**src/rtl/excp_irq_ctrl_pkg.sv**
```systemverilog
// excp_irq_ctrl_pkg: shared constants for the excp interrupt controller.
//   - cause codes for the standard sources and base of the local range
//   - interrupt flag bit position inside the cause register
//   - default cause width
//   - FSM state encodings (IDLE / REQ / HANDLE)
//   - irq_code(): channel index -> low cause code
package excp_irq_ctrl_pkg;

    localparam int unsigned CAUSE_XLEN       = 32;
    localparam int unsigned IRQ_FLAG_BIT     = CAUSE_XLEN - 1;

    localparam int unsigned CAUSE_MSI        = 3;
    localparam int unsigned CAUSE_MTI        = 7;
    localparam int unsigned CAUSE_MEI        = 11;
    localparam int unsigned CAUSE_LOCAL_BASE = 16;

    localparam logic [1:0] ST_IDLE   = 2'd0;
    localparam logic [1:0] ST_REQ    = 2'd1;
    localparam logic [1:0] ST_HANDLE = 2'd2;

    // Ch0..2 are the standard machine sources; ch3 and up map linearly
    // onto the local interrupt range.
    function automatic logic [7:0] irq_code(input int unsigned idx);
        case (idx)
            0:       irq_code = 8'(CAUSE_MSI);
            1:       irq_code = 8'(CAUSE_MTI);
            2:       irq_code = 8'(CAUSE_MEI);
            default: irq_code = 8'(CAUSE_LOCAL_BASE + idx - 3);
        endcase
    endfunction

endpackage

```
**src/rtl/excp_irq_ctrl_if.sv**
```systemverilog
// excp_irq_ctrl_if: signal bundle between the interrupt sources / CSR / pipeline
// and the interrupt controller.
//   master : controller side (drives irq_pend, irq_req, irq_cause, irq_wake)
//   slave  : core side (drives sources, enables, handshake pulses)
interface excp_irq_ctrl_if #(
    parameter int IRQ_NUM = 8,
    parameter int XLEN    = 32
);
    logic               dbg_mode;
    logic [IRQ_NUM-1:0] irq_src;
    logic [IRQ_NUM-1:0] irq_en;
    logic               status_mie_r;
    logic               wfi_flag_r;
    logic               irq_take;
    logic               irq_mret;
    logic [IRQ_NUM-1:0] irq_pend;
    logic               irq_req;
    logic [XLEN-1:0]    irq_cause;
    logic               irq_wake;

    modport master (
        input  dbg_mode, irq_src, irq_en, status_mie_r, wfi_flag_r, irq_take, irq_mret,
        output irq_pend, irq_req, irq_cause, irq_wake
    );

    modport slave (
        output dbg_mode, irq_src, irq_en, status_mie_r, wfi_flag_r, irq_take, irq_mret,
        input  irq_pend, irq_req, irq_cause, irq_wake
    );
endinterface

```
**src/rtl/excp_irq_prio_enc.sv**
```systemverilog
// excp_irq_prio_enc: combinational lowest-index priority encoder.
//   vec   in  N   request vector
//   valid out 1   any bit of vec set
//   idx   out IW  index of the lowest set bit (0 when none)
module excp_irq_prio_enc #(
    parameter int N  = 8,
    parameter int IW = (N > 1) ? $clog2(N) : 1
) (
    input  logic [N-1:0]  vec,
    output logic          valid,
    output logic [IW-1:0] idx
);
    // Scanning high to low lets the lowest set index overwrite last.
    always_comb begin
        valid = |vec;
        idx   = '0;
        for (int i = N - 1; i >= 0; i--) begin
            if (vec[i]) idx = IW'(i);
        end
    end
endmodule

```
**src/rtl/excp_irq_ctrl.sv**
```systemverilog
// excp_irq_ctrl: N-channel latched interrupt controller for the excp unit.
// Per-channel edge/level pending, fixed priority (ch0 highest), registered
// cause, request/take/return handshake and WFI wake.
//   clk, rst_n : core clock, async active-low reset
//   bus        : excp_irq_ctrl_if.master (sources, enables, mie, wfi, dbg,
//                take/mret in; pend, req, cause, wake out)
// Optional build macro EXCP_IRQ_SYNC_EN: adds a 2-flop synchroniser on every
// irq_src line (+2 cycles latency); otherwise irq_src must be clk-synchronous.
module excp_irq_ctrl
    import excp_irq_ctrl_pkg::*;
#(
    parameter int                 IRQ_NUM       = 8,
    parameter logic [IRQ_NUM-1:0] IRQ_EDGE_MASK = '0,
    parameter int                 XLEN          = CAUSE_XLEN
) (
    input  logic            clk,
    input  logic            rst_n,
    excp_irq_ctrl_if.master bus
);
    localparam int IW = $clog2(IRQ_NUM);

    logic [IRQ_NUM-1:0] src_s, src_q, rise, pend_q, pend_clr, act;
    logic               act_vld, gate, take_ok, wake_q;
    logic [IW-1:0]      act_idx, sel_q;
    logic [1:0]         state_q, state_d;
    logic [XLEN-1:0]    cause_q, cause_nxt;

`ifdef EXCP_IRQ_SYNC_EN
    logic [IRQ_NUM-1:0] sync1_q, sync2_q;
    always_ff @(posedge clk or negedge rst_n) begin
        if (!rst_n) begin
            sync1_q <= '0;
            sync2_q <= '0;
        end else begin
            sync1_q <= bus.irq_src;
            sync2_q <= sync1_q;
        end
    end
    assign src_s = sync2_q;
`else
    assign src_s = bus.irq_src;
`endif

    assign rise = src_s & ~src_q;
    assign act  = pend_q & bus.irq_en;

    excp_irq_prio_enc #(.N(IRQ_NUM), .IW(IW)) u_prio (
        .vec   (act),
        .valid (act_vld),
        .idx   (act_idx)
    );

    assign gate    = act_vld & bus.status_mie_r & ~bus.dbg_mode;
    assign take_ok = (state_q == ST_REQ) & bus.irq_take;

    // Take clears the channel that was latched on entry to REQ, not whatever
    // is highest now.
    always_comb begin
        pend_clr = '0;
        if (take_ok) pend_clr[sel_q] = 1'b1;
    end

    always_comb begin
        cause_nxt                = '0;
        cause_nxt[XLEN-1]        = 1'b1;
        cause_nxt[7:0]           = irq_code(32'(act_idx));
    end

    always_comb begin
        state_d = state_q;
        case (state_q)
            ST_IDLE:   if (gate) state_d = ST_REQ;
            // Take beats withdraw: once accepted the pipeline owns it.
            ST_REQ:    if (bus.irq_take) state_d = ST_HANDLE;
                       else if (!act_vld || bus.dbg_mode || !bus.status_mie_r)
                           state_d = ST_IDLE;
            ST_HANDLE: if (bus.irq_mret) state_d = ST_IDLE;
            default:   state_d = ST_IDLE;
        endcase
    end

    always_ff @(posedge clk or negedge rst_n) begin
        if (!rst_n) begin
            src_q   <= '0;
            pend_q  <= '0;
            state_q <= ST_IDLE;
            sel_q   <= '0;
            cause_q <= '0;
            wake_q  <= 1'b0;
        end else begin
            src_q   <= src_s;
            state_q <= state_d;
            wake_q  <= bus.wfi_flag_r & ~bus.dbg_mode & act_vld;
            // Edge: a new rising edge wins over a coincident take-clear.
            for (int i = 0; i < IRQ_NUM; i++)
                pend_q[i] <= IRQ_EDGE_MASK[i] ? (rise[i] | (pend_q[i] & ~pend_clr[i]))
                                              : src_s[i];
            if (state_q == ST_IDLE && gate) begin
                sel_q   <= act_idx;
                cause_q <= cause_nxt;
            end
        end
    end

    assign bus.irq_pend  = pend_q;
    assign bus.irq_req   = (state_q == ST_REQ);
    assign bus.irq_cause = cause_q;
    assign bus.irq_wake  = wake_q;

endmodule

```
**src/flat_wrapper.sv**
```systemverilog
// flat-port wrapper written by rule: the top's interface ports become plain ports
module excp_irq_ctrl_flat import excp_irq_ctrl_pkg::*;
#(
    parameter int                 IRQ_NUM       = 8,
    parameter logic [IRQ_NUM-1:0] IRQ_EDGE_MASK = '0,
    parameter int                 XLEN          = CAUSE_XLEN
)
  (clk, rst_n, bus_dbg_mode, bus_irq_src, bus_irq_en, bus_status_mie_r, bus_wfi_flag_r, bus_irq_take, bus_irq_mret, bus_irq_pend, bus_irq_req, bus_irq_cause, bus_irq_wake);
  excp_irq_ctrl_if #(.IRQ_NUM(IRQ_NUM), .XLEN(XLEN)) bus_i ();
  input  logic clk;
  input  logic rst_n;
  input wire logic [$bits(bus_i.dbg_mode)-1:0] bus_dbg_mode;
  input wire logic [$bits(bus_i.irq_src)-1:0] bus_irq_src;
  input wire logic [$bits(bus_i.irq_en)-1:0] bus_irq_en;
  input wire logic [$bits(bus_i.status_mie_r)-1:0] bus_status_mie_r;
  input wire logic [$bits(bus_i.wfi_flag_r)-1:0] bus_wfi_flag_r;
  input wire logic [$bits(bus_i.irq_take)-1:0] bus_irq_take;
  input wire logic [$bits(bus_i.irq_mret)-1:0] bus_irq_mret;
  output wire logic [$bits(bus_i.irq_pend)-1:0] bus_irq_pend;
  output wire logic [$bits(bus_i.irq_req)-1:0] bus_irq_req;
  output wire logic [$bits(bus_i.irq_cause)-1:0] bus_irq_cause;
  output wire logic [$bits(bus_i.irq_wake)-1:0] bus_irq_wake;
  assign bus_i.dbg_mode = bus_dbg_mode;
  assign bus_i.irq_src = bus_irq_src;
  assign bus_i.irq_en = bus_irq_en;
  assign bus_i.status_mie_r = bus_status_mie_r;
  assign bus_i.wfi_flag_r = bus_wfi_flag_r;
  assign bus_i.irq_take = bus_irq_take;
  assign bus_i.irq_mret = bus_irq_mret;
  assign bus_irq_pend = bus_i.irq_pend;
  assign bus_irq_req = bus_i.irq_req;
  assign bus_irq_cause = bus_i.irq_cause;
  assign bus_irq_wake = bus_i.irq_wake;
  excp_irq_ctrl #(.IRQ_NUM(IRQ_NUM), .IRQ_EDGE_MASK(IRQ_EDGE_MASK), .XLEN(XLEN)) u_core (.clk(clk), .rst_n(rst_n), .bus(bus_i));
endmodule
```
**config.mk**
```make
export PLATFORM = sky130hd
export DESIGN_NAME = excp_irq_ctrl_flat
export DESIGN_NICKNAME = d
export VERILOG_FILES = /design/src/rtl/excp_irq_ctrl_pkg.sv /design/src/rtl/excp_irq_ctrl_if.sv /design/src/rtl/excp_irq_prio_enc.sv /design/src/rtl/excp_irq_ctrl.sv /design/src/flat_wrapper.sv
export SDC_FILE = /design/constraint.sdc
export NUM_CORES = 1
export LEC_CHECK = 0
export CORE_MARGIN = 2
export CORE_UTILIZATION = 39
export DETAILED_ROUTE_END_ITERATION = 10
export PLACE_DENSITY_LB_ADDON = 0.1
export SYNTH_ARGS = -nofsm -noshare
export SYNTH_HDL_FRONTEND = slang
export SYNTH_HIERARCHICAL = 1
export SYNTH_SLANG_ARGS = --single-unit
```
**constraint.sdc**
```tcl
create_clock -name clk -period 5.4 [get_ports clk]
set_clock_uncertainty 0.2 [all_clocks]
set_input_delay 1.08 -clock clk [delete_from_list [all_inputs] [get_ports clk]]
set_output_delay 1.08 -clock clk [all_outputs]
set_load 0.02 [all_outputs]
```
==> results.md, run 1 <==
* Post-synthesis sequential area ratio at 41.5%
* Clock transition at path regs at ~0.090 ns
* Crit start category: primary input
* Max-slew violations at 0
* Slew HR at about 45%
* Syn Inst Count at 100
* Most common cell in the netlist: buf_4
* CTS root buf: clkbuf_4
* I/O pins at 65
* Core Rows at 18
* #FFs+latches synth at 17
* CTS resizes at 0
* # fillers at between 200 and 250
* Sw Share at 33.0%
* First-pass GRT wire length at about 3200 um
* Ys Warns at 6
* Critical path arrival at approximately 3.6 ns
* Async S/R FF share, synth at 100%
* CTS tree: built
* Comb pwr share at between 30% and 40%
* Power density over the cells at 257 nW/um2
* Area leader, netlist: dfrtp_1
* Antenna violations before repair at 0
* Slowest CP cell: o41ai_1
* Routed vias at approximately 740
* Die area at between 3000 and 4000 um2
* DR iter-0 viols at 8
* Syn avg cell area at 10.2 um2
* Num CTS Buffers at 3
* Fmax at between 200 and 300 MHz
* Synth area leaders: dfrtp_1 (42%), buf_4 (19%), ha_1 (6.1%)
* CTS Buffer Depth at 2
* Synth-to-layout area growth at 33.0%
* Seq pwr share at between 40% and 50%
* Status: finished, final reports clean
* # placed instances at between 150 and 200
* Post-route setup TNS at 0 ns
* Drt first pass iters at 3
* Post-synth top area share at 41.5%
* VDD IR-drop max at between 0.00015 and 0.0002 V
* MaxCap Viol Count at 0
* Drt total wl at 1880 um
* Top FF cell, synth: dfrtp_1
* Antenna Cells at 0
* Clock Latency Late Sink at about 0.28 ns
* Post-route ant nets at 0
* IO buf count at 38
* NetSw at 115 uW
* Detailed placement HPWL at 1570 um
* Worst path cell trace: clkdlybuf4s50_1, and2_1, a21oi_1, o41ai_1, inv_1, ha_1, nor3_1, o21ai_0, mux2_2
* Hold Fails Final Rpt at 0
* Netlist cell types at 30
* Number of flops mapped to enable cells by yosys at 0
* Crit Path Max Fanout at 5
* H-tree levels at 1
* Total GRT Usage at 13.1%
* Hold WS at approximately 0.28 ns
* Worst path max stage delay at between 0.6 and 0.7 ns
* Vias per cell at roughly 4.3
* Cell-internal power at between 200 and 250 uW
* Top cells by count, synth: buf_4 (26), dfrtp_1 (17), and2_1 (8)
* Nets at 169
* P_leak at about 0.60 nW
* Power Total at between 300 and 400 uW
* GR Overflow Total at 0
* Largest net degree at the start of global routing at 18
* Final cell count without fillers at between 150 and 200
* Vias in the first global route at between 700 and 800
* WP data required at 5.37 ns
* Cts hold-fix bufs at 0
* Final period util at about two thirds
* RSZ-0062 raised after global routing: false
* Setup bufs post-CTS at 0
* Crit. End Element: flop
* Share of post-route cells with drive strength above 1 at just under 8%
* WL/cell at roughly 11 um
* Crit path kind: primary input to flop
* Least-Margin Pin Slew at about 0.82 ns
* Hold path depth at 1
* Final setup viols at 0
* Die H at 55.3 um
* Core area at 2480 um2
* Remaining DRCs at 0
* Effective utilization at floorplan at between 40 and 50%
* Min-Delay Path Class: flop to flop
* Syn Std Cell Area at slightly above 1000 um2
* Power share of the clock group at around a fifth
* TritonCTS sink count at 17
* GPL Wtd Cong at 0.685
* Reg2reg path depth at 7
* Chip width at between 50 and 60 um
* Fin crit period at about 3.6 ns
registers in the layout, indices dropped and copies added (netlist names):
name / count
u_core/bus.irq_pend: 8
u_core/bus.irq_cause: 6
u_core/state_q: 2
u_core/bus.irq_wake: 1
cell families (layout without fill, tap and decap cells):
| kind of cell | count (synthesis) | count (layout) | synth area share (%) |
|---|---|---|---|
| buffers and inverters | 32 | 47 | 21.4 |
| AND/OR/NAND/NOR | 26 | 26 | 17.1 |
| AO/OA/AOI/OAI | 17 | 17 | 11.4 |
| flip-flops | 17 | 17 | 41.5 |
| adder cells (fa/ha/maj) | 5 | 5 | 6.11 |
| multiplexers | 2 | 2 | 2.20 |
| other | 1 | 26 | 0.366 |
critical path, delay by kind of cell:
family / cells / cell delay (ns)
buf+inv: 2 / 0.62
simple gates: 2 / 0.40
compound gates: 3 / 0.88
fa+ha+maj: 1 / 0.28
mux: 1 / 0.32
routing by layer:
metal | GRT usage (%) | vias to the layer above | part of all wire (%)
li1 | - | 361 | -
met1 | 14.9 | 339 | 38
met2 | 22.3 | 37 | 52
met3 | 4.45 | 2 | 9.1
met4 | 5.23 | 0 | 0.64
met5 | 0 | - | 0
power by group through the flow:
stage	sequential, mW	clock [mW]	combinational [mW]
after floorplan	0.172	0	0.0699
after global placement	0.154	0	0.130
after detailed placement	0.155	0	0.132
after CTS	0.152	0.0703	0.132
after global routing	0.154	0.0779	0.142
final	0.152	0.0668	0.131
layout make-up:
type | count | area (um2) | share of cell area [%]
Clock buffer | 4 | 26.3 | 1.93
Inverter | 5 | 18.8 | 1.38
Timing Repair Buffer | 38 | 380 | 27.9
Multi-Input combinational cell | 76 | 474 | 34.8
Sequential cell | 17 | 425 | 31.2
Tap cell | 30 | 37.5 | 2.75
path summary, 6_finish.rpt:
| kind | start | to | slack [ns] |
|---|---|---|---|
| worst max-delay path | bus_irq_en[7] | u_core/bus.irq_cause[0] | 1.81 |
| worst min-delay path | u_core/bus.irq_cause[31] | u_core/bus.irq_cause[31] | 0.28 |
| worst max register to register | u_core/bus.irq_pend[4] | u_core/bus.irq_cause[0] | 2.62 |
| worst min register to register | u_core/bus.irq_cause[31] | u_core/bus.irq_cause[31] | 0.28 |
| max in group asynchronous | rst_n | u_core/bus.irq_cause[31] | 3.48 |
| min in group asynchronous | rst_n | u_core/bus.irq_pend[0] | 1.03 |
through the flow:
stage | util, % | cell area (um2) | setup slack, ns
2_1_floorplan | - | 1120 | 2.25
6_report | 55.0 | 1360 | 1.81
5_1_grt | 55.0 | 1360 | 1.55
3_5_place_dp | 53.9 | 1340 | 1.52
3_3_place_gp | 53.9 | 1340 | 1.69
4_1_cts | 55.0 | 1360 | 1.83
cell usage in the layout (no fill, tap or decap):
| cell type | n |
|---|---|
| clkbuf_1 | 1 |
| o2bb2ai_1 | 1 |
| a211oi_1 | 1 |
| conb_1 | 26 |
| and2b_1 | 1 |
| o41ai_1 | 2 |
| nand2_1 | 2 |
| inv_1 | 5 |
| o21ba_2 | 1 |
| or2_2 | 1 |
| nor2_1 | 6 |
| nand4bb_4 | 1 |
| o22a_2 | 1 |
| ha_1 | 5 |
| nor2b_1 | 1 |
| nand3_1 | 1 |
| a21oi_1 | 2 |
| and2_1 | 8 |
| mux2_2 | 2 |
| o31ai_1 | 1 |
| dfrtp_1 | 17 |
| and3b_1 | 1 |
| nor4_2 | 1 |
| and3b_2 | 1 |
| clkdlybuf4s50_1 | 38 |
| a21boi_0 | 1 |
| o21bai_1 | 1 |
| or3_1 | 1 |
| clkbuf_4 | 3 |
| o21ai_0 | 6 |
| nor3_1 | 1 |
No activity file was read; power rests on OpenSTA's default activity.
==> run 2, diff against run 1 <==
--- a/config.mk
+++ b/config.mk
@@ -6,7 +6,7 @@
 export NUM_CORES = 1
 export LEC_CHECK = 0
 export CORE_MARGIN = 2
-export CORE_UTILIZATION = 39
+export CORE_UTILIZATION = 33
 export DETAILED_ROUTE_END_ITERATION = 10
 export PLACE_DENSITY_LB_ADDON = 0.1
 export SYNTH_ARGS = -nofsm -noshare
==> constraint.sdc (replaced) <==
create_clock -name clk -period 3.08 [get_ports clk]
set_clock_uncertainty 0.2 [all_clocks]
set_input_delay 0.616 -clock clk [delete_from_list [all_inputs] [get_ports clk]]
set_output_delay 0.616 -clock clk [all_outputs]
set_load 0.02 [all_outputs]
==> run 2 against run 1 <==
Clock power increased by 74%. Combinational power is 79% higher. Clock-buffer cell count unchanged. Die area increased by 17%. Setup slack worse by 1.4 ns. Sequential share of layout area decreased by 0.42 points. Utilization decreased by 9.0 points. Final cell count grew 2.9%. Worst hold slack got worse by 0.0049 ns. Critical endpoint is now u_core/bus.irq_cause[2].
==> results.md, run 2 (synthesis results as in run 1) <==
* MaxCap Viol Count at 0
* WL/cell at 10.7 um
* Power density over the cells at around 450 nW/um2
* Fmax at roughly 380 MHz
* Clock Latency Late Sink at 0.28 ns
* R2r startpoint: u_core/bus.irq_pend[4]
* Die area at approximately 3600 um2
* Nets at 171
* Hold WS at 0.272 ns
* Detailed placement HPWL at between 1500 and 2000 um
* TritonCTS sink count at 17
* Slew HR at around half
* First-pass GRT wire length at 3150 um
* Status: finished, final reports clean
* GPL Wtd Cong at between 0.6 and 0.7
* Antenna Cells at 0
* I/O pins at 65
* DR iter-0 viols at 9
* CTS root buf: clkbuf_4
* Largest net degree at the start of global routing at 18
* Routed vias at between 700 and 800
* Final period util at a little under nine tenths
* GR Overflow Total at 0
* Reg2Reg Setup Slack at 0.77 ns
* Least-Margin Pin Slew at 0.751 ns
* Antenna violations before repair at 0
* Drt first pass iters at 6
* Routed wl met3 at 166 um
* DR top layer: met4
* Crit Path Max Fanout at 4
* Drt total wl at 1870 um
* Total GRT Usage at a little under an eighth
* Vias in the first global route at 743
* Hold Fails Final Rpt at 0
* VDD IR-drop max at slightly above 0.0002 V
* Slowest CP cell: clkdlybuf4s50_1
* CTS tree: built
* Core area at 3000 um2
* CP most frequent cell: ha_1
* Synth-to-layout area growth at 34.8%
* CTS Buffer Depth at 2
* Worst R2R End: u_core/bus.irq_cause[2]
* Chip width at approximately 60 um
* Most frequent cells in the layout: clkdlybuf4s50_1 (38), conb_1 (26), dfrtp_1 (17)
* IO buf count at 38
* Effective utilization at floorplan at 34.1%
* Cts hold-fix bufs at 0
* Min-Delay Path Class: flop to flop
* H-tree levels at 1
* Worst path max stage delay at 0.44 ns
* Clock transition at path regs at approximately 0.090 ns
* Crit start category: primary input
* Reg2reg path depth at 8
* Max reg flops at 8
* Num CTS Buffers at 3
* Most common cell after layout, fill and taps aside: clkdlybuf4s50_1
* Final setup viols at 0
* Setup bufs post-CTS at 0
* CP endpoint: u_core/bus.irq_cause[2]
* Core Rows at 20
* Fin crit period at between 2 and 3 ns
* Die H at 59.7 um
* Crit path kind: primary input to flop
* Crit. End Element: flop
* Share of post-route cells with drive strength above 1 at under 10%
* Met2 Wirelength at 926 um
* CTS resizes at 0
* Worst path cell trace: clkdlybuf4s50_1, and2_1, a21oi_1, o41ai_1, buf_4, ha_1, inv_1, ha_1, o2bb2ai_1, mux2_2
* Met1 WL at roughly 770 um
* RSZ-0062 raised after global routing: false
* Vias per cell at approximately 4.3
* WP data required at 3.05 ns
* Critical path arrival at about 2.6 ns
* Max-slew violations at 0
* Remaining DRCs at 0
* Critical path origin: bus_irq_en[7]
* Post-route setup TNS at 0 ns
* P_leak at between 0.6 and 0.7 nW
* Post-route ant nets at 0
run 2: metal layers:
metal | vias up | global-route usage [%]
li1 | 364 | -
met1 | 349 | 14.1
met2 | 43 | 20.0
met3 | 2 | 3.25
met4 | 0 | 5.71
met5 | - | 0
run 2: worst max-delay path: cells and delay by family:
family	cells	cell delay (ns)
and+or+nand+nor	1	0.17
AOI/OAI and AO/OA	3	0.47
adders and majority gates	2	0.40
muxes	1	0.26
buffers and inverters	3	0.68
run 2: stage by stage:
stage                     util [%]  total power [mW]  std cells  worst slack [ns]  cell area (um2)
final                         46.0             0.616        175             0.441             1380
after global placement        45.1             0.503        171             0.150             1360
after detailed placement      45.1             0.506        171             0.145             1360
after global routing          46.0             0.662        175             0.188             1380
after CTS                     46.0             0.626        175             0.439             1380
after floorplan                  -             0.424        125             0.394             1120
run 2: cell type report:
type	count	area (um2)
clock buffers	4	26.3
fillers	306	1620
inverters	5	18.8
multi-input cells	76	474
flip-flops and latches	17	425
well taps	33	41.3
repair buffers	40	395
run 2: worst min path at each step:
stage / end / from / slack (ns) / depth (start not counted)
2_1_floorplan: u_core/bus.irq_cause[0] / rst_n / 0.12 / 0
3_3_place_gp: u_core/bus.irq_cause[31] / u_core/bus.irq_cause[31] / 0.25 / 1
3_5_place_dp: u_core/bus.irq_cause[31] / u_core/bus.irq_cause[31] / 0.25 / 1
4_1_cts: u_core/bus.irq_cause[31] / u_core/bus.irq_cause[31] / 0.28 / 1
5_1_grt: u_core/bus.irq_cause[31] / u_core/bus.irq_cause[31] / 0.31 / 1
6_report: u_core/bus.irq_cause[31] / u_core/bus.irq_cause[31] / 0.27 / 1
run 2: where the power goes:
part,total [mW],internal [mW],switching (mW)
combinational,0.234,0.113,0.121
sequential,0.266,0.251,0.0153
clock,0.116,0.0503,0.0657
total,0.616,0.414,0.202
==> run 3, diff against run 2 <==
--- a/config.mk
+++ b/config.mk
@@ -9,6 +9,7 @@
 export CORE_UTILIZATION = 33
 export DETAILED_ROUTE_END_ITERATION = 10
 export PLACE_DENSITY_LB_ADDON = 0.1
+export SETUP_SLACK_MARGIN = 0.3
 export SYNTH_ARGS = -nofsm -noshare
 export SYNTH_HDL_FRONTEND = slang
 export SYNTH_HIERARCHICAL = 1
==> run 3 against run 2 <==
Worst hold slack unchanged. Utilization increased by 0.50 points. Critical path depth unchanged. Via count decreased by 0.92%. Global-route usage unchanged. Setup slack improved by 0.061 ns. Die area unchanged. Combinational power increased by 2%.
==> results.md, run 3 (synthesis results as in run 1) <==
* Total GRT Usage at 12.0%
* Final setup viols at 0
* I/O pins at between 60 and 70
* Buf/Inv on CP at 3
* Die H at ~60 um
* Fin crit period at roughly 2.6 ns
* P_leak at a little over 0.6 nW
* Final cell count without fillers at roughly 180
* WL/cell at 10.8 um
* Final period util at a little over four fifths
* Drt first pass iters at 4
* Critical path arrival at 2.56 ns
* Slew HR at 49.7%
* Clock Latency Late Sink at approximately 0.28 ns
* TritonCTS sink count at 17
* Slowest CP cell: clkdlybuf4s50_1
* Drt total wl at ~1900 um
* NetSw at 204 uW
* Hold Fails Final Rpt at 0
* Num CTS Buffers at 3
* GPL Wtd Cong at around 0.66
* Nets at approximately 170
* MaxCap Viol Count at 0
* Min-Delay Path Class: flop to flop
* Setup bufs post-CTS at 0
* Most frequent cells in the layout: clkdlybuf4s50_1 (38), conb_1 (26), dfrtp_1 (17)
* Effective utilization at floorplan at approximately 34%
* Worst path cell trace: clkdlybuf4s50_1, and2_1, nor2_1, o21ai_0, a21boi_0, buf_4, inv_1, ha_1, or3_1, o22a_2
* Chip width at 59.7 um
* Power density over the cells at around 440 nW/um2
* Core Rows at 20
* CTS tree: built
* Sw Share at between 30 and 40%
* Post-route setup TNS at 0 ns
* Largest net degree at the start of global routing at 18
* Share of post-route cells with drive strength above 1 at 10.6%
* Max-slew violations at 0
* IO buf count at 38
* Seq pwr share at roughly 43%
* CTS resizes at 0
* Worst path top cell family by delay: simple AND/OR/NAND/NOR gates
* Remaining DRCs at 0
* Max reg flops at 8
* Most common cell after layout, fill and taps aside: clkdlybuf4s50_1
* Crit Path Max Fanout at 4
* Clock transition at path regs at approximately 0.09 ns
* Cts hold-fix bufs at 0
* Power share of the clock group at about a fifth
* Crit start category: primary input
* Crit. End Element: flop
* Routed vias at 751
* # placed instances at roughly 170
* Crit path kind: primary input to flop
* Die area at 3570 um2
* CTS Buffer Depth at 2
* Status: finished, final reports clean
* First-pass GRT wire length at between 3000 and 4000 um
* Antenna violations before repair at 0
* VDD IR-drop max at roughly 0.0002 V
* Post-route ant nets at 0
* CTS root buf: clkbuf_4
* RSZ-0062 raised after global routing: false
* Least-Margin Pin Slew at 0.752 ns
* DR iter-0 viols at 7
* GR Overflow Total at 0
* Cell-internal power at approximately 420 uW
* Core area at 3000 um2
* Vias per cell at approximately 4.3
* Fmax at between 300 and 400 MHz
* Synth-to-layout area growth at 36.3%
* H-tree levels at 1
* Antenna Cells at 0
* Comb pwr share at 38.4%
* Worst path max stage delay at 0.38 ns
* WP data required at about 3.1 ns
* Detailed placement HPWL at roughly 1600 um
* Vias in the first global route at around 740
## run 3: cell counts in the layout (fill, tap and decap cells not counted)
Identical to the previous run, type by type.
## run 3: power groups by stage
stage / Clock, mW / Combinational, mW / Sequential [mW]
2_1_floorplan: 0 / 0.122 / 0.301
4_1_cts: 0.123 / 0.236 / 0.267
3_3_place_gp: 0 / 0.233 / 0.270
6_report: 0.115 / 0.238 / 0.267
3_5_place_dp: 0 / 0.235 / 0.271
5_1_grt: 0.136 / 0.259 / 0.271
## run 3: area by class of cell
type	instances	area (um2)
well taps	33	41.3
repair buffers	40	395
fillers	303	1610
multi-input cells	76	489
clock buffers	4	26.3
flip-flops and latches	17	425
inverters	5	18.8
## run 3: through the flow
stage | util, % | hold WS (ns) | cell area [um2] | setup slack (ns) | total power [mW]
floorplan | - | 0.120 | 1120 | 0.394 | 0.424
global placement | 45.1 | 0.250 | 1360 | 0.150 | 0.503
detailed placement | 45.1 | 0.252 | 1360 | 0.145 | 0.506
CTS | 46.0 | 0.276 | 1380 | 0.439 | 0.626
global route | 46.5 | 0.305 | 1400 | 0.344 | 0.666
finish | 46.5 | 0.272 | 1400 | 0.503 | 0.620
## run 3: worst reg2reg max path, cell delays in order (launching register included)
cell	delay (ns)
dfrtp_1	0.39
and2_1	0.21
nor2_1	0.10
o21ai_0	0.07
a21boi_0	0.18
buf_4	0.16
inv_1	0.05
ha_1	0.27
or3_1	0.35
o22a_2	0.18
## run 3: routing by layer
layer,part of all wire (%),global-route usage [%],vias to the layer above,wire [um]
met5,0,0,-,0
met4,0.53,5.71,0,10
met3,8.5,3.25,2,161
met2,50,20.0,39,953
met1,41,14.1,346,767
li1,-,-,364,-
## run 3: worst paths after layout
check                           depth (start not counted)                  endpoint  slack (ns)                      from
min in group asynchronous                               1       u_core/bus.irq_wake        0.57                     rst_n
worst max-delay path                                   10   u_core/bus.irq_cause[1]        0.50             bus_irq_en[4]
max in group asynchronous                               1   u_core/bus.irq_cause[3]        1.64                     rst_n
worst min register to register                          1  u_core/bus.irq_cause[31]        0.27  u_core/bus.irq_cause[31]
worst min-delay path                                    1  u_core/bus.irq_cause[31]        0.27  u_core/bus.irq_cause[31]
worst max register to register                          9   u_core/bus.irq_cause[1]        0.81    u_core/bus.irq_pend[4]
==> patch, RTL diff (config.mk and constraints of run 2) <==
Put a register stage on the output `bus.irq_req`. The value now appears one clock later.
--- a/src/rtl/excp_irq_ctrl.sv
+++ b/src/rtl/excp_irq_ctrl.sv
@@ -103,7 +103,9 @@
     end
 
     assign bus.irq_pend  = pend_q;
-    assign bus.irq_req   = (state_q == ST_REQ);
+    always_ff @(posedge clk) begin
+        bus.irq_req <= (state_q == ST_REQ);
+    end
     assign bus.irq_cause = cause_q;
     assign bus.irq_wake  = wake_q;
 
Check against the original RTL: not equivalent (Yosys sat finds a counterexample within 4 cycles, from zero or initial values and one cycle with rst_n low).
==> patch against run 2 <==
Worst setup slack lost 0.028 ns. Area after synthesis grew 2.0%. Cell count grew 6.9%. Global-route usage grew 0.59 points. Power grew 3.6%. Die area grew 1.8%. Clock power grew 6%. Critical path depth is the same. Design area grew 2.4%. Sequential share of layout area grew 0.68 points. Wire length grew 6.6%. Sequential cell count grew 1. Combinational power is essentially flat. Worst hold slack lost 0.0013 ns. Critical path type unchanged. Largest cell class unchanged. Highest routed layer unchanged.
==> patch: results (changes against run 2) <==
- Status: complete, no violations (unchanged)
- Total Wirelength: 1990 um (was 1870 um)
- Met1 global-route usage: 0.163 (was 0.141)
- Final Wtd Congestion: 0.702 (was 0.665)
- Vias in the first global route: 689 (was 743)
- Place WS: 0.0986 ns (was 0.145 ns)
- DR pass1 iterations: 3 (was 6)
- Worst path max stage delay: 0.45 ns
- Iteration-0 DRC Markers: 10 (was 9)
- Post-DP HPWL: 1650 um (was 1600 um)
- Initial antenna violation count: 0 (unchanged)
- Async set-reset flop share out of synthesis: 0.944 (was 1.00)
- Layout cells sized above 1: 0.0909 (was 0.0915)
- Crit-path max FO: 5 (was 4)
- Leak: 0.621 nW (was 0.612 nW)
- Seq/Total Area, Yosys: 0.426 (was 0.415)
- Met3 routed WL: 145 um (was 166 um)
- Synth top area cells: dfrtp_1 41%, buf_4 19%, ha_1 6.0% (was dfrtp_1 42%, buf_4 19%, ha_1 6.1%)
- Synth Area in XOR/XNOR: 0 (unchanged)
- R2R Setup Slk: 0.74 ns (was 0.77 ns)
- Top Metal Used: met4 (unchanged)
- Hold worst-path end: u_core/bus.irq_cause[31]$_DFFE_PN0P_ (unchanged)
- Met3 usage in global routing: 0.0346 (was 0.0325)
- Placed instance area: 1390 um2 (was 1360 um2)
- Non-filler instance count after layout: 187 (was 175)
- Slew margin rel.: 0.480 (was 0.498)
- First-pass GRT wire length: 3240 um (was 3150 um)
- Hold Path Class: reg -> reg (unchanged)
- Root Buffer: clkbuf_4 (unchanged)
- Post-synthesis mux area share: 0.0216 (was 0.0220)
- RR Endpoint: u_core/bus.irq_cause[0]$_DFFE_PN0P_ (was u_core/bus.irq_cause[2]$_DFFE_PN0P_)
- Peak supply drop: 0.211 mV (was 0.204 mV)
- Crit path DAT: 2.65 ns (was 2.61 ns)
- # nets final: 172 (was 171)
- M1 wire length: 863 um (was 766 um)
- Cells after Synth: 101 (was 100)
- Post-cts sizing count: 0 (unchanged)
- Number of CTS-inserted buffers: 3 (unchanged)
- Cells after DPL: 183 (was 171)
- Post-Synth Adder-Cell Area: 0.0599 (was 0.0611)
- Synth Area in Compound Gates: 0.111 (was 0.114)
- DR WL met2: 964 um (was 926 um)
- Crit end category: flop (unchanged)
- Met2 Use GR: 0.197 (was 0.200)
- Synth cell types: 31 (was 30)
- Fill cells: 296 (was 306)
- Crit share post-route: 0.866 (was 0.857)
- Total GRT Usage: 0.126 (was 0.120)
[patch: cell count changes after synthesis]
cell | before | now
dfxtp_1 | 0 | 1
[patch: power breakdown]
group	internal (mW)	leakage, nW	switching [mW]
Clock	0.0503	0.0150	0.0724
Combinational	0.113	0.398	0.121
Sequential	0.265	0.208	0.0169
[patch: cells by family (layout without fill, tap and decap cells)]
kind of cell,Yosys count,count (layout)
flops,18,18
other cells,1,26
fa+ha+maj,5,5
mux,2,2
simple gates,26,26
compound gates,17,17
buf+inv,32,49
[patch: area by class of cell]
class / instances / area (um2) / share of cell area
multi-input combinational: 76 / 474 / 0.335
sequential: 18 / 445 / 0.315
timing repair buffer: 40 / 395 / 0.279
tap: 44 / 55.1 / 0.0389
clock buffer: 4 / 26.3 / 0.0186
inverter: 5 / 18.8 / 0.0133
[patch: metrics by stage]
stage	hold slack (ns)	total power, mW
after global routing	0.293	0.687
after global placement	0.248	0.519
final	0.271	0.638
after floorplan	0.120	0.438
after detailed placement	0.252	0.521
after CTS	0.277	0.648
